<file path="src/rtl/control_sequencer_if.sv">
// Control bundle between the sequencer and the single-bus datapath.
// master: sequencer side (consumes run/ir/mem_ready, drives selects, enables, strobes, status).
// slave : datapath/memory side (the mirror image).
interface control_sequencer_if;
  logic        run;
  logic [31:0] ir;
  logic        mem_ready;

  logic [15:0] r_out;
  logic [15:0] r_in;
  logic        pc_out, mdr_out, zhi_out, zlo_out, hi_out, lo_out, c_out;
  logic        pc_in, ir_in, mar_in, mdr_in, y_in, z_in, hi_in, lo_in;
  logic        mdr_load, mem_read, mem_write;
  logic [3:0]  alu_op;
  logic        inc_pc;
  logic        halted, illegal, mem_fault;

  modport master (
    input  run, ir, mem_ready,
    output r_out, r_in,
    output pc_out, mdr_out, zhi_out, zlo_out, hi_out, lo_out, c_out,
    output pc_in, ir_in, mar_in, mdr_in, y_in, z_in, hi_in, lo_in,
    output mdr_load, mem_read, mem_write, alu_op, inc_pc,
    output halted, illegal, mem_fault
  );

  modport slave (
    output run, ir, mem_ready,
    input  r_out, r_in,
    input  pc_out, mdr_out, zhi_out, zlo_out, hi_out, lo_out, c_out,
    input  pc_in, ir_in, mar_in, mdr_in, y_in, z_in, hi_in, lo_in,
    input  mdr_load, mem_read, mem_write, alu_op, inc_pc,
    input  halted, illegal, mem_fault
  );
endinterface

</file>
<file path="src/rtl/control_sequencer.sv">
// Moore control unit for the single-bus 32-bit datapath: fetch in T0-T2, execute in T3-T7.
// Ports: clk, reset (async, active-high), bus (control_sequencer_if.master): run/ir/mem_ready in;
// bus selects, register enables, alu_op, memory strobes and sticky status flags out.
// Control outputs decode from the state register and the (registered) IR only.
module control_sequencer #(
  parameter int unsigned WAIT_MAX = 255
) (
  input logic                 clk,
  input logic                 reset,
  control_sequencer_if.master bus
);
  localparam int unsigned CNT_W = $clog2(WAIT_MAX + 1);
  localparam int unsigned OP_W  = 5;
  localparam int unsigned REG_W = 4;
  localparam int unsigned RN    = 16;

  localparam logic [3:0] ALU_ADD = 4'd0,  ALU_SUB = 4'd1,  ALU_AND = 4'd2,  ALU_OR  = 4'd3;
  localparam logic [3:0] ALU_SHR = 4'd4,  ALU_SHL = 4'd5,  ALU_ROR = 4'd6,  ALU_ROL = 4'd7;
  localparam logic [3:0] ALU_NEG = 4'd8,  ALU_NOT = 4'd9,  ALU_MUL = 4'd10, ALU_DIV = 4'd11;

  typedef enum logic [3:0] {
    IDLE = 4'd0, T0 = 4'd1, T1 = 4'd2, T2 = 4'd3, T3 = 4'd4, T4 = 4'd5,
    T5 = 4'd6, T6 = 4'd7, T7 = 4'd8, HALT = 4'd9
  } state_t;

  typedef enum logic [3:0] {
    C_ALU3, C_ADDI, C_UNARY, C_MULDIV, C_LD, C_ST, C_NOP, C_HALT, C_ILL
  } cls_t;

  state_t            state, state_next;
  cls_t              cls;
  logic [3:0]        op_alu;
  logic [OP_W-1:0]   op;
  logic [REG_W-1:0]  ra, rb, rc;
  logic [CNT_W-1:0]  wait_cnt, wait_cnt_next;
  logic              in_wait, timeout, set_illegal;
  logic              unused_ir;

  assign op = bus.ir[31:27];
  assign ra = bus.ir[26:23];
  assign rb = bus.ir[22:19];
  assign rc = bus.ir[18:15];
  // Low constant bits only matter to the datapath sign-extender.
  assign unused_ir = ^bus.ir[14:0];

  function automatic logic [RN-1:0] onehot(input logic [REG_W-1:0] idx);
    onehot = RN'(1) << idx;
  endfunction

  // Opcode -> instruction class and ALU operation.
  always_comb begin
    cls    = C_ILL;
    op_alu = ALU_ADD;
    case (op)
      5'b00000: cls = C_LD;
      5'b00010: cls = C_ST;
      5'b00011: begin cls = C_ALU3;   op_alu = ALU_ADD; end
      5'b00100: begin cls = C_ALU3;   op_alu = ALU_SUB; end
      5'b00101: begin cls = C_ALU3;   op_alu = ALU_SHR; end
      5'b00110: begin cls = C_ALU3;   op_alu = ALU_SHL; end
      5'b00111: begin cls = C_ALU3;   op_alu = ALU_ROR; end
      5'b01000: begin cls = C_ALU3;   op_alu = ALU_ROL; end
      5'b01001: begin cls = C_ALU3;   op_alu = ALU_AND; end
      5'b01010: begin cls = C_ALU3;   op_alu = ALU_OR;  end
      5'b01011: begin cls = C_ADDI;   op_alu = ALU_ADD; end
      5'b01110: begin cls = C_MULDIV; op_alu = ALU_MUL; end
      5'b01111: begin cls = C_MULDIV; op_alu = ALU_DIV; end
      5'b10000: begin cls = C_UNARY;  op_alu = ALU_NEG; end
      5'b10001: begin cls = C_UNARY;  op_alu = ALU_NOT; end
      5'b11000: cls = C_NOP;
      5'b11001: cls = C_HALT;
      default:  cls = C_ILL;
    endcase
  end

  // State register and memory wait counter.
  always_ff @(posedge clk or posedge reset) begin
    if (reset) begin
      state    <= IDLE;
      wait_cnt <= '0;
    end else begin
      state    <= state_next;
      wait_cnt <= wait_cnt_next;
    end
  end

  // Next state and Moore output decode.
  always_comb begin
    state_next  = state;
    set_illegal = 1'b0;
    in_wait     = 1'b0;
    bus.r_out   = '0;
    bus.r_in    = '0;
    bus.pc_out  = 1'b0; bus.mdr_out = 1'b0; bus.zhi_out = 1'b0; bus.zlo_out = 1'b0;
    bus.hi_out  = 1'b0; bus.lo_out  = 1'b0; bus.c_out   = 1'b0;
    bus.pc_in   = 1'b0; bus.ir_in   = 1'b0; bus.mar_in  = 1'b0; bus.mdr_in  = 1'b0;
    bus.y_in    = 1'b0; bus.z_in    = 1'b0; bus.hi_in   = 1'b0; bus.lo_in   = 1'b0;
    bus.mdr_load  = 1'b0;
    bus.mem_read  = 1'b0;
    bus.mem_write = 1'b0;
    bus.alu_op    = ALU_ADD;
    bus.inc_pc    = 1'b0;

    case (state)
      IDLE: if (bus.run) state_next = T0;
      T0: begin
        bus.pc_out = 1'b1; bus.mar_in = 1'b1; bus.inc_pc = 1'b1; bus.z_in = 1'b1;
        state_next = T1;
      end
      T1: begin
        bus.zlo_out = 1'b1; bus.mem_read = 1'b1; bus.mdr_load = 1'b1; bus.mdr_in = 1'b1;
        // PC update is a one-shot; later wait cycles must not reload it.
        bus.pc_in = (wait_cnt == '0);
        in_wait   = 1'b1;
        if (bus.mem_ready) state_next = T2;
      end
      T2: begin
        bus.mdr_out = 1'b1; bus.ir_in = 1'b1;
        state_next = T3;
      end
      T3: begin
        state_next = T4;
        case (cls)
          C_ALU3, C_ADDI, C_LD, C_ST: begin bus.r_out = onehot(rb); bus.y_in = 1'b1; end
          C_UNARY:  begin bus.r_out = onehot(rb); bus.alu_op = op_alu; bus.z_in = 1'b1; end
          C_MULDIV: begin bus.r_out = onehot(ra); bus.y_in = 1'b1; end
          C_NOP:    state_next = T0;
          C_HALT:   state_next = HALT;
          default:  begin state_next = HALT; set_illegal = 1'b1; end
        endcase
      end
      T4: begin
        state_next = T5;
        case (cls)
          C_ALU3:   begin bus.r_out = onehot(rc); bus.alu_op = op_alu; bus.z_in = 1'b1; end
          C_ADDI, C_LD, C_ST: begin bus.c_out = 1'b1; bus.alu_op = ALU_ADD; bus.z_in = 1'b1; end
          C_UNARY:  begin bus.zlo_out = 1'b1; bus.r_in = onehot(ra); state_next = T0; end
          C_MULDIV: begin bus.r_out = onehot(rb); bus.alu_op = op_alu; bus.z_in = 1'b1; end
          default:  state_next = T0;
        endcase
      end
      T5: begin
        state_next = T6;
        case (cls)
          C_ALU3, C_ADDI: begin bus.zlo_out = 1'b1; bus.r_in = onehot(ra); state_next = T0; end
          C_MULDIV:       begin bus.zlo_out = 1'b1; bus.lo_in = 1'b1; end
          C_LD, C_ST:     begin bus.zlo_out = 1'b1; bus.mar_in = 1'b1; end
          default:        state_next = T0;
        endcase
      end
      T6: begin
        state_next = T7;
        case (cls)
          C_MULDIV: begin bus.zhi_out = 1'b1; bus.hi_in = 1'b1; state_next = T0; end
          C_LD: begin
            bus.mem_read = 1'b1; bus.mdr_load = 1'b1; bus.mdr_in = 1'b1;
            in_wait = 1'b1;
            if (!bus.mem_ready) state_next = T6;
          end
          C_ST:    begin bus.r_out = onehot(ra); bus.mdr_in = 1'b1; end
          default: state_next = T0;
        endcase
      end
      T7: begin
        state_next = T0;
        case (cls)
          C_LD: begin bus.mdr_out = 1'b1; bus.r_in = onehot(ra); end
          C_ST: begin
            bus.mem_write = 1'b1;
            in_wait = 1'b1;
            if (!bus.mem_ready) state_next = T7;
          end
          default: state_next = T0;
        endcase
      end
      HALT:    state_next = HALT;
      default: state_next = IDLE;
    endcase

    // A stalled access that has waited WAIT_MAX cycles aborts into HALT.
    timeout = in_wait && !bus.mem_ready && (wait_cnt == CNT_W'(WAIT_MAX - 1));
    if (timeout) state_next = HALT;
    wait_cnt_next = (in_wait && !bus.mem_ready && !timeout) ? wait_cnt + CNT_W'(1) : '0;
  end

  // Sticky status flags.
  always_ff @(posedge clk or posedge reset) begin
    if (reset) begin
      bus.halted    <= 1'b0;
      bus.illegal   <= 1'b0;
      bus.mem_fault <= 1'b0;
    end else begin
      if (state_next == HALT) bus.halted    <= 1'b1;
      if (set_illegal)        bus.illegal   <= 1'b1;
      if (timeout)            bus.mem_fault <= 1'b1;
    end
  end
endmodule

</file>
<file path="src/flat_wrapper.sv">
// flat-port wrapper written by rule: the top's interface ports become plain ports
module control_sequencer_flat 
#(
  parameter int unsigned WAIT_MAX = 255
)
  (clk, reset, bus_run, bus_ir, bus_mem_ready, bus_r_out, bus_r_in, bus_pc_out, bus_mdr_out, bus_zhi_out, bus_zlo_out, bus_hi_out, bus_lo_out, bus_c_out, bus_pc_in, bus_ir_in, bus_mar_in, bus_mdr_in, bus_y_in, bus_z_in, bus_hi_in, bus_lo_in, bus_mdr_load, bus_mem_read, bus_mem_write, bus_alu_op, bus_inc_pc, bus_halted, bus_illegal, bus_mem_fault);
  control_sequencer_if bus_i ();
  input logic clk;
  input logic reset;
  input wire logic [$bits(bus_i.run)-1:0] bus_run;
  input wire logic [$bits(bus_i.ir)-1:0] bus_ir;
  input wire logic [$bits(bus_i.mem_ready)-1:0] bus_mem_ready;
  output wire logic [$bits(bus_i.r_out)-1:0] bus_r_out;
  output wire logic [$bits(bus_i.r_in)-1:0] bus_r_in;
  output wire logic [$bits(bus_i.pc_out)-1:0] bus_pc_out;
  output wire logic [$bits(bus_i.mdr_out)-1:0] bus_mdr_out;
  output wire logic [$bits(bus_i.zhi_out)-1:0] bus_zhi_out;
  output wire logic [$bits(bus_i.zlo_out)-1:0] bus_zlo_out;
  output wire logic [$bits(bus_i.hi_out)-1:0] bus_hi_out;
  output wire logic [$bits(bus_i.lo_out)-1:0] bus_lo_out;
  output wire logic [$bits(bus_i.c_out)-1:0] bus_c_out;
  output wire logic [$bits(bus_i.pc_in)-1:0] bus_pc_in;
  output wire logic [$bits(bus_i.ir_in)-1:0] bus_ir_in;
  output wire logic [$bits(bus_i.mar_in)-1:0] bus_mar_in;
  output wire logic [$bits(bus_i.mdr_in)-1:0] bus_mdr_in;
  output wire logic [$bits(bus_i.y_in)-1:0] bus_y_in;
  output wire logic [$bits(bus_i.z_in)-1:0] bus_z_in;
  output wire logic [$bits(bus_i.hi_in)-1:0] bus_hi_in;
  output wire logic [$bits(bus_i.lo_in)-1:0] bus_lo_in;
  output wire logic [$bits(bus_i.mdr_load)-1:0] bus_mdr_load;
  output wire logic [$bits(bus_i.mem_read)-1:0] bus_mem_read;
  output wire logic [$bits(bus_i.mem_write)-1:0] bus_mem_write;
  output wire logic [$bits(bus_i.alu_op)-1:0] bus_alu_op;
  output wire logic [$bits(bus_i.inc_pc)-1:0] bus_inc_pc;
  output wire logic [$bits(bus_i.halted)-1:0] bus_halted;
  output wire logic [$bits(bus_i.illegal)-1:0] bus_illegal;
  output wire logic [$bits(bus_i.mem_fault)-1:0] bus_mem_fault;
  assign bus_i.run = bus_run;
  assign bus_i.ir = bus_ir;
  assign bus_i.mem_ready = bus_mem_ready;
  assign bus_r_out = bus_i.r_out;
  assign bus_r_in = bus_i.r_in;
  assign bus_pc_out = bus_i.pc_out;
  assign bus_mdr_out = bus_i.mdr_out;
  assign bus_zhi_out = bus_i.zhi_out;
  assign bus_zlo_out = bus_i.zlo_out;
  assign bus_hi_out = bus_i.hi_out;
  assign bus_lo_out = bus_i.lo_out;
  assign bus_c_out = bus_i.c_out;
  assign bus_pc_in = bus_i.pc_in;
  assign bus_ir_in = bus_i.ir_in;
  assign bus_mar_in = bus_i.mar_in;
  assign bus_mdr_in = bus_i.mdr_in;
  assign bus_y_in = bus_i.y_in;
  assign bus_z_in = bus_i.z_in;
  assign bus_hi_in = bus_i.hi_in;
  assign bus_lo_in = bus_i.lo_in;
  assign bus_mdr_load = bus_i.mdr_load;
  assign bus_mem_read = bus_i.mem_read;
  assign bus_mem_write = bus_i.mem_write;
  assign bus_alu_op = bus_i.alu_op;
  assign bus_inc_pc = bus_i.inc_pc;
  assign bus_halted = bus_i.halted;
  assign bus_illegal = bus_i.illegal;
  assign bus_mem_fault = bus_i.mem_fault;
  control_sequencer #(.WAIT_MAX(WAIT_MAX)) u_core (.clk(clk), .reset(reset), .bus(bus_i));
endmodule
</file>
<file path="config.mk">
export PLATFORM = sky130hd
export DESIGN_NAME = control_sequencer_flat
export DESIGN_NICKNAME = d
export VERILOG_FILES = /design/src/rtl/control_sequencer_if.sv /design/src/rtl/control_sequencer.sv /design/src/flat_wrapper.sv
export SDC_FILE = /design/constraint.sdc
export NUM_CORES = 1
export LEC_CHECK = 0
export CAP_MARGIN = 25
export CORE_UTILIZATION = 36
export CTS_BUF_LIST = sky130_fd_sc_hd__clkbuf_4
export DETAILED_ROUTE_END_ITERATION = 12
export PLACE_DENSITY = 0.73
export SYNTH_ARGS = -nofsm -noshare
export SYNTH_HDL_FRONTEND = slang
export SYNTH_SLANG_ARGS = --single-unit
export TNS_END_PERCENT = 10
</file>
<file path="constraint.sdc">
create_clock -name clk -period 2.9 [get_ports clk]
set_input_delay 0.58 -clock clk [delete_from_list [all_inputs] [get_ports clk]]
set_output_delay 0.58 -clock clk [all_outputs]
set_load 0.005 [all_outputs]
</file>
==> flow_metrics.py, run 1 <==
metrics = {
    "die": {
        "rows": 26,
        "start_util_pct": 37.6,
        "core_area_mm2": 0.00511,
        "fp.dieArea_mm2": 0.00562,
        "fp.dieW_um": 75.0,
        "pin_count": 94,
        "die_h_um": 75.0,
    },
    "power_and_ir_drop": {
        "leakage_nw": 1.57,
        "ir_drop_mv": 0.367,
        "p_per_area_mw_per_mm2": 394,
    },
    "final_layout": {
        "fill_cells": 467,
        "layout.nets": 443,
        "utilization_pct": 64.9,
        "area_growth_pct": 72.9,
        "seqCellArea_um2": 379,
        "multi_input_comb_area_mm2": 0.00154,
        "antenna_cells": 0,
        "drive_above_1_share_pct": 32.8,
    },
    "synthesis": {
        "synth_edf_count": 0,
        "synth_cells": 268,
        "synth_area_per_cell_um2": 7.16,
        "yosys.cell_count.top_type": "nor2_1",
        "synth_top_cell_by_area": "dfrtp_1",
        "ys_seq_area_share_pct": 19.6,
        "synth_ff_type": "dfrtp_1",
        "ys_ff_latch": 15,
        "synthTopCellsByCount": "44 x nor2_1, 18 x nand2_1, 16 x o21ai_0",
        "ys_types": 60,
        "yosys_warnings": 0,
        "synth.area.top_cells": "dfrtp_1 20%, nor2_1 8.6%, o21ai_0 4.2%",
        "yosysTopAreaCellShare_pct": 19.6,
        "synth_area_mm2": 0.00192,
        "async_flop_share_pct": 100,
    },
    "sta": {
        "layout_min_cycle_time_ns": 3.00,
        "rsz0062_at_grt": "true",
        "finalSetupViolations": 8,
        "drv_slew": 0,
        "clock_skew_ns": 0.00246,
        "tightest_slew_ns": 0.567,
        "hold_violations": 0,
        "layout_setup_ws_ns": -0.0961,
        "max_freq_mhz": 334,
        "fin_crit_sh_pct": 103,
        "slew_headroom_pct": 62.2,
    },
    "hold_path": {
        "hold_path_class": "reg2reg",
    },
    "setup_path": {
        "critPathMaxFanout": 3,
        "required_ns": 2.32,
        "critPathKind": "in2out",
        "path_cells": "dlygate4sd2_1 -> or4b_4 -> o21ai_2 -> o22a_2 -> buf_4 -> nor4_1 -> a221o_1 -> dlygate4sd2_1",
        "endpoint_kind": "primary output",
        "critPathMaxStageDelay_ns": 0.50,
        "cp_common_cell": "dlygate4sd2_1",
        "setup.worst_path.start_class": "input port",
        "crit_path_top_delay_cell": "or4b_4",
        "arrival_ns": 2.42,
    },
    "clock_tree": {
        "clkLatencyLatePin_ns": 0.29,
        "cts_made_buffers": 3,
        "cts.sinks": 15,
        "clk_path_buf_depth": 2,
        "htree_levels": 1,
        "clockRootBuffer": "clkbuf_4",
        "clkTransAtPathRegs_ns": 0.09,
        "cts_tree": "done",
    },
    "placement": {
        "post-dp-hpwl_mm": 5.55,
        "preCtsSetupSlack_ns": -0.641,
        "place_congestion": 0.970,
        "io_buffers": 76,
    },
    "grt": {
        "grt_util_all_layers_pct": 25.2,
        "antenna_found_initial": 0,
        "grt_pass1_vias": 2360,
        "grt-ovfl-total": 0,
        "grt_first_pass_wirelength_mm": 10.8,
        "grt_max_degree": 16,
    },
    "drt": {
        "vias": 2621,
        "final_antenna_net_count": 0,
        "drc": 0,
        "viasPerCell": 5.54,
        "wl_per_cell_um": 15.2,
        "first_pass_iters": 4,
        "finalWirelength_mm": 7.19,
        "drt-initial-drc-count": 150,
    },
    "outcome": {
        "violations": "setup timing",
        "outcome": "complete, but fails checks",
    },
    "flow_run": {
        "maxCapViolCount": 0,
    },
}
[worst paths after layout]
kind	start	endpoint	slack (ns)	cells after the start
setup / recovery	bus_ir[28]	bus_r_out[4]	-0.1	8
hold / removal	u_core.bus.halted$_DFFE_PP0N_	u_core.bus.halted$_DFFE_PP0N_	0.49	1
setup reg to reg	u_core.state[1]$_DFF_PP0_	u_core.wait_cnt[2]$_DFF_PP0_	0.81	6
hold reg to reg	u_core.bus.halted$_DFFE_PP0N_	u_core.bus.halted$_DFFE_PP0N_	0.49	1
max in group asynchronous	reset	u_core.state[2]$_DFF_PP0_	1.87	2
min in group asynchronous	reset	u_core.wait_cnt[7]$_DFF_PP0_	0.62	2
[critical path, delay by kind of cell]
kind,cells,cell delay (ns)
and+or+nand+nor,2,0.54
AOI/OAI and AO/OA,3,0.64
buffers and inverters,3,0.65
[area by class of cell]
| class | count | share of cell area [%] |
|---|---|---|
| multi-input combinational | 224 | 46.4 |
| timing repair buffer | 149 | 37.5 |
| sequential | 15 | 11.4 |
| tap | 70 | 2.64 |
| inverter | 11 | 1.24 |
| clock buffer | 3 | 0.679 |
| clock inverter | 1 | 0.151 |
[layout by cell type, fill, tap and decap left out, types with 5 or more instances in the layout]
| cell | netlist | routed |
|---|---|---|
| clkdlybuf4s50_1 | 0 | 32 |
| a221o_1 | 5 | 5 |
| buf_4 | 5 | 70 |
| nor2_1 | 44 | 42 |
| buf_2 | 2 | 5 |
| xor2_1 | 6 | 5 |
| clkbuf_2 | 0 | 9 |
| a21oi_1 | 14 | 13 |
| o21ai_0 | 16 | 11 |
| dlymetal6s2s_1 | 0 | 7 |
| nand2_1 | 18 | 18 |
| inv_1 | 11 | 11 |
| nor4_1 | 8 | 6 |
| nor2b_1 | 8 | 8 |
| nand2b_1 | 11 | 11 |
| o21ai_2 | 0 | 6 |
| dfrtp_1 | 15 | 12 |
| dlygate4sd2_1 | 0 | 20 |
| nand3_1 | 10 | 8 |
| nor3_1 | 8 | 8 |
| o221ai_1 | 7 | 5 |
[stage by stage]
step	TNS [ns]	total power, W	std cells	area [um^2]	hold WS, ns
after CTS	-3.36	0.00128	471	3260	0.490
after detailed placement	-22.28	0.00113	458	3120	0.463
after global routing	-1.19	0.00139	473	3320	0.512
final	-0.571	0.00131	473	3320	0.486
after global placement	-21.60	0.00111	458	3120	0.466
after floorplan	0	0.000679	269	1920	0.463
[what timing repair did]
action | CTS | global route
pin swaps | 7 | 7
setup endpoints to repair | 49 | 45
hold buffers | 0 | 0
hold endpoints to repair | 0 | 0
gates resized for setup | 75 | 46
buffers inserted | 9 | 2
[power by group]
part | total (W) | switching [W] | leakage (nW) | internal (W)
sequential | 0.000316 | 0.0000649 | 0.190 | 0.000251
clock | 0.000126 | 0.0000741 | 0.0177 | 0.0000514
combinational | 0.000866 | 0.000379 | 1.36 | 0.000487
total | 0.00131 | 0.000518 | 1.57 | 0.000789
[routing by layer]
metal / GRT usage [%] / vias up / part of all wire (%)
li1: - / 1256 / -
met1: 30.9 / 1243 / 42
met2: 45.4 / 107 / 49
met3: 2.14 / 15 / 7.0
met4: 10.1 / 0 / 2.2
met5: 0 / - / 0
[sequential cells by signal, summed over array words and instances (netlist names)]
register              count
u_core.wait_cnt           8
u_core.state              4
u_core.bus.illegal        1
u_core.bus.mem_fault      1
u_core.bus.halted         1
[cells by family after synthesis]
family / synth area share [%]
xor gates and xnor gates: 3.20
AOI/OAI and AO/OA: 26.6
adders and majority gates: 1.96
other: 0.196
muxes: 0.522
and+or+nand+nor: 39.8
buffers and inverters: 8.15
DFF: 19.6
Power figures use the tool's default switching activity.
==> run 2: changes to the inputs <==
GPL_TIMING_DRIVEN = 1   (was unset)
SETUP_SLACK_MARGIN = 0.02   (was unset)
TNS_END_PERCENT = unset   (was 10)
==> run 2 against run 1 <==
Effect of this change: worst hold slack worse by 0.0011 ns; combinational power increased by 8.2%; critical path type unchanged; the flow now finishes without violations; critical endpoint is now bus_r_out[2]; largest power group unchanged; register-to-register slack is essentially flat; clock-buffer cell count unchanged.
==> flow_metrics.py, run 2 (same netlist as run 1, synthesis figures left out) <==
metrics = {
    "grt": {
        "grt_first_pass_wirelength_mm": 11.7,
        "grt-ovfl-total": 0,
        "grt_max_degree": 16,
        "grt_pass1_vias": 2477,
        "grt_util_all_layers_pct": 27.3,
        "antenna_found_initial": 0,
    },
    "final_layout": {
        "reg_top3": "u_core.wait_cnt: 8 flops, u_core.state: 4 flops",
        "regMostFlops": "u_core.wait_cnt",
        "final_common_cell": "buf_4",
        "largest_reg_flops": 8,
        "utilization_pct": 67.1,
        "area_growth_pct": 78.7,
        "final_cell_mix": "81 x buf_4, 41 x nor2_1, 30 x clkdlybuf4s50_1",
        "layout.nets": 457,
        "antenna_cells": 0,
        "drive_above_1_share_pct": 39.8,
    },
    "hold_path": {
        "hold_path_class": "reg2reg",
        "whs_path_depth": 1,
        "min-delay-start": "u_core.bus.halted$_DFFE_PP0N_",
        "min_to": "u_core.bus.halted$_DFFE_PP0N_",
    },
    "sta": {
        "tightest_slew_ns": 0.564,
        "clock_skew_ns": 0.000828,
        "hold_ws_ns": 0.484,
        "fin_crit_sh_pct": 97.7,
        "drv_slew": 0,
        "slew_headroom_pct": 62.3,
        "setup-tns-final_ns": 0,
        "finalSetupViolations": 0,
        "max_freq_mhz": 353,
        "rsz0062_at_grt": "true",
        "hold_violations": 0,
        "layout_min_cycle_time_ns": 2.83,
    },
    "clock_tree": {
        "clk_path_buf_depth": 2,
        "htree_levels": 1,
        "cts_tree": "done",
        "cts_hold_repair.buffers": 0,
        "clkTransAtPathRegs_ns": 0.09,
        "clkLatencyLatePin_ns": 0.29,
        "cts_made_buffers": 3,
        "cts.sinks": 15,
        "clockRootBuffer": "clkbuf_4",
    },
    "setup_path": {
        "endpoint_kind": "primary output",
        "r2r_start": "u_core.state[3]$_DFF_PP0_",
        "critPathMaxFanout": 3,
        "rr_worst_depth": 7,
        "r2r-end": "u_core.wait_cnt[2]$_DFF_PP0_",
        "arrival_ns": 2.25,
        "required_ns": 2.32,
        "rrSetupSlack_ns": 0.81,
        "critPathKind": "in2out",
        "setup.worst_path.start_class": "input port",
    },
    "die": {
        "core_area_mm2": 0.00511,
        "fp.dieW_um": 75.0,
        "pin_count": 94,
        "start_util_pct": 37.6,
        "rows": 26,
        "die_h_um": 75.0,
        "fp.dieArea_mm2": 0.00562,
    },
    "drt": {
        "finalWirelength_mm": 7.98,
        "final_antenna_net_count": 0,
        "first_pass_iters": 6,
        "vias": 2779,
        "drc": 0,
        "drt-initial-drc-count": 312,
        "viasPerCell": 5.71,
        "wl_per_cell_um": 16.4,
    },
    "flow_run": {
        "maxCapViolCount": 0,
    },
    "placement": {
        "io_buffers": 76,
        "place_congestion": 0.970,
        "post-dp-hpwl_mm": 5.55,
    },
    "power_and_ir_drop": {
        "p_per_area_mw_per_mm2": 401,
        "power.total_w": 0.00137,
        "leakage_nw": 1.57,
        "ir_drop_mv": 0.362,
    },
    "outcome": {
        "outcome": "finished, final reports clean",
    },
}
-- run 2: changes by cell type in the layout (fill, tap and decap cells not counted), sizes merged --
| cell | change |
|---|---|
| dlymetal6s2s | -4 |
| clkdlybuf4s50 | -2 |
| clkdlybuf4s15 | -2 |
| buf | +34 |
| clkbuf | -5 |
| dlygate4sd2 | -7 |
-- run 2: worst max-delay path by stage --
| stage | from | slack [ns] | to | cells past startpoint |
|---|---|---|---|---|
| 2_1_floorplan | bus_ir[30] | 0.26 | bus_r_out[10] | 6 |
| 3_3_place_gp | bus_ir[29] | -0.61 | bus_r_in[5] | 8 |
| 3_5_place_dp | bus_ir[29] | -0.64 | bus_r_in[4] | 8 |
| 4_1_cts | bus_ir[30] | 0.03 | bus_r_out[13] | 8 |
| 5_1_grt | u_core.state[3]$_DFF_PP0_ | -0.03 | bus_mdr_out | 9 |
| 6_report | bus_ir[27] | 0.07 | bus_r_out[2] | 8 |
-- run 2: layout make-up --
cell class | instances | area (um^2)
multi-input combinational | 224 | 1610
inverter | 11 | 41.3
sequential | 15 | 379
timing repair buffer | 163 | 1280
clock inverter | 1 | 5.00
fill | 443 | 1680
clock buffer | 3 | 22.5
tap | 70 | 87.6
-- run 2: layer usage --
| metal | vias up | track usage (%) | routed length (um) |
|---|---|---|---|
| met4 | 0 | 10.9 | 318 |
| met1 | 1275 | 34.5 | 3120 |
| met2 | 180 | 48.5 | 3780 |
| met5 | - | 0 | 0 |
| met3 | 36 | 1.47 | 763 |
| li1 | 1288 | - | - |
-- run 2: timing repair --
| item | CTS | global route |
|---|---|---|
| buffers inserted | 19 | 7 |
| resized for setup | 157 | 25 |
| setup endpoints to repair | 49 | 27 |
| pin swaps | 19 | 10 |
-- run 2: per-stage QoR --
stage	setup WS (ns)	instances	cell area, um^2
final	0.0667	487	3430
after global routing	-0.0276	487	3430
after CTS	0.0262	480	3330
after detailed placement	-0.641	458	3120
after global placement	-0.609	458	3120
after floorplan	0.264	269	1920
-- run 2: report_power, final --
part	total [W]	switching [W]	internal [W]	leakage, nW
sequential	0.000310	0.0000592	0.000251	0.190
clock	0.000126	0.0000748	0.0000514	0.0177
combinational	0.000937	0.000419	0.000518	1.37
-- run 2: critical path, cell delays in order --
cell and delay [ns]:
clkdlybuf4s15_1 0.23, or4b_4 0.51, o21ai_4 0.16, o22a_2 0.20, buf_6 0.12, nor4_1 0.05
a221o_1 0.27, buf_2 0.13
==> run 3: changes to the inputs <==
CTS_CLUSTER_SIZE = 24   (was unset)
SKIP_LAST_GASP = 1   (was unset)
SLEW_MARGIN = 10   (was unset)
==> run 3 against run 2 <==
Effect of this change: first-iteration DRC count rose by 13%; setup slack got worse by 0.012 ns; core utilization fell by 0.22 points; wire length fell by 0.90%; critical path type is now reg2out; critical endpoint is now bus_alu_op[1]; largest cell class unchanged.
==> flow_metrics.py, run 3 (same netlist as run 1, synthesis figures left out) <==
metrics = {
    "sta": {
        "hold_violations": 0,
        "tightest_slew_ns": 0.563,
        "finalSetupViolations": 0,
        "rsz0062_at_grt": "true",
        "setup-tns-final_ns": 0,
        "fin_crit_sh_pct": 98.1,
        "layout_setup_ws_ns": 0.0551,
        "slew_headroom_pct": 62.4,
        "max_freq_mhz": 352,
        "clock_skew_ns": 0.00214,
        "drv_slew": 0,
        "layout_min_cycle_time_ns": 2.84,
    },
    "drt": {
        "drt-initial-drc-count": 351,
        "finalWirelength_mm": 7.91,
        "first_pass_iters": 5,
        "drc": 0,
        "vias": 2761,
        "viasPerCell": 5.69,
        "wl_per_cell_um": 16.3,
        "final_antenna_net_count": 0,
    },
    "clock_tree": {
        "clkLatencyLatePin_ns": 0.29,
        "cts_made_buffers": 3,
        "clockRootBuffer": "clkbuf_4",
        "clk_path_buf_depth": 2,
        "cts_tree": "done",
        "cts.sinks": 15,
        "clkTransAtPathRegs_ns": 0.09,
        "htree_levels": 1,
    },
    "setup_path": {
        "required_ns": 2.32,
        "crit_end": "bus_alu_op[1]",
        "setup.worst_path.start_class": "register",
        "critPathMaxFanout": 9,
        "startpoint": "u_core.state[0]$_DFF_PP0_",
        "endpoint_kind": "primary output",
        "r2r_start": "u_core.state[1]$_DFF_PP0_",
        "arrival_ns": 2.26,
        "r2r-end": "u_core.wait_cnt[2]$_DFF_PP0_",
        "rr_worst_depth": 6,
        "rrSetupSlack_ns": 0.84,
        "critPathKind": "reg2out",
    },
    "placement": {
        "place_area_mm2": 0.00312,
        "post-dp-hpwl_mm": 5.55,
        "io_buffers": 76,
        "place_congestion": 0.970,
        "preCtsSetupSlack_ns": -0.641,
        "place_inst": 458,
    },
    "die": {
        "fp.dieArea_mm2": 0.00562,
        "core_area_mm2": 0.00511,
        "rows": 26,
        "fp.dieW_um": 75.0,
        "start_util_pct": 37.6,
        "pin_count": 94,
        "die_h_um": 75.0,
    },
    "final_layout": {
        "fin_area_mm2": 0.00342,
        "area_growth_pct": 78.1,
        "layout.nets": 455,
        "antenna_cells": 0,
        "final_cell_mix": "80 x buf_4, 41 x nor2_1, 32 x clkdlybuf4s50_1",
        "reg_top3": "u_core.wait_cnt: 8 flops, u_core.state: 4 flops",
        "largest_reg_flops": 8,
        "fill_cells": 439,
        "layout.cells.non_filler": 485,
        "seqCellArea_um2": 379,
        "multi_input_comb_area_mm2": 0.00162,
        "regMostFlops": "u_core.wait_cnt",
        "drive_above_1_share_pct": 39.0,
        "final_common_cell": "buf_4",
    },
    "grt": {
        "grt_max_degree": 16,
        "grt-ovfl-total": 0,
        "grt_first_pass_wirelength_mm": 11.7,
        "antenna_found_initial": 0,
        "grt_util_all_layers_pct": 27.1,
        "grt_pass1_vias": 2489,
    },
    "power_and_ir_drop": {
        "ir_drop_mv": 0.361,
        "p_per_area_mw_per_mm2": 402,
        "leakage_nw": 1.53,
    },
    "hold_path": {
        "hold_path_class": "reg2reg",
    },
    "outcome": {
        "outcome": "finished, final reports clean",
    },
    "flow_run": {
        "maxCapViolCount": 0,
    },
}
==> run 3: cell types whose count changed in the layout (fill, tap and decap cells not counted), sizes merged <==
cell / before / now
dlymetal6s2s: 3 / 1
clkbuf: 7 / 6
buf: 112 / 110
dlygate4sd2: 13 / 14
clkdlybuf4s50: 30 / 32
==> run 3: worst max-delay path: stages, from the launching register on <==
cell	delay [ns]
dfrtp_2	0.44
buf_4	0.14
nand2b_4	0.05
or3_4	0.33
buf_6	0.16
nor3_1	0.29
clkdlybuf4s50_1	0.57
==> run 3: worst min-delay path by stage <==
stage / slack, ns / cells past startpoint / to / from
after floorplan: 0.46 / 1 / u_core.bus.halted$_DFFE_PP0N_ / u_core.bus.halted$_DFFE_PP0N_
after global placement: 0.47 / 1 / u_core.bus.mem_fault$_DFFE_PP0N_ / u_core.bus.mem_fault$_DFFE_PP0N_
after detailed placement: 0.46 / 1 / u_core.bus.halted$_DFFE_PP0N_ / u_core.bus.halted$_DFFE_PP0N_
after CTS: 0.49 / 1 / u_core.bus.halted$_DFFE_PP0N_ / u_core.bus.halted$_DFFE_PP0N_
after global routing: 0.51 / 1 / u_core.bus.mem_fault$_DFFE_PP0N_ / u_core.bus.mem_fault$_DFFE_PP0N_
final: 0.48 / 1 / u_core.bus.halted$_DFFE_PP0N_ / u_core.bus.halted$_DFFE_PP0N_
==> run 3: final cells by class <==
cell class / instances / area share (%)
Multi-Input combinational cell: 224 / 47.4
Sequential cell: 15 / 11.1
Clock buffer: 3 / 0.659
Timing Repair Buffer: 161 / 37.0
Clock inverter: 1 / 0.147
Inverter: 11 / 1.21
Tap cell: 70 / 2.56
==> run 3: repair_timing <==
| item | 4_1_cts | 5_1_grt |
|---|---|---|
| hold buffers | 0 | 0 |
| setup buffers | 19 | 5 |
| gates resized for setup | 155 | 21 |
| pin swaps | 19 | 11 |
| setup endpoints to repair | 49 | 27 |
==> run 3: stage by stage <==
step / utilization [%] / power, W / hold WS, ns
CTS: 65.2 / 0.00131 / 0.490
global route: 66.9 / 0.00145 / 0.512
detailed placement: 61.1 / 0.00113 / 0.463
global placement: 61.1 / 0.00111 / 0.466
finish: 66.9 / 0.00137 / 0.484
floorplan: - / 0.000679 / 0.463
==> run 3: report_power, final <==
group / internal, W / leakage, nW / switching [W] / total (W)
clock: 0.0000514 / 0.0177 / 0.0000739 / 0.000125
combinational: 0.000516 / 1.32 / 0.000425 / 0.000941
sequential: 0.000251 / 0.190 / 0.0000565 / 0.000307
==> run 3: per-layer routing <==
layer / track usage (%) / wire length [um] / vias up / part of all wire [%]
li1: - / - / 1278 / -
met4: 10.9 / 294 / 0 / 3.7
met2: 48.4 / 3740 / 176 / 47
met5: 0 / 0 / - / 0
met3: 1.74 / 706 / 30 / 8.9
met1: 34.0 / 3160 / 1277 / 40
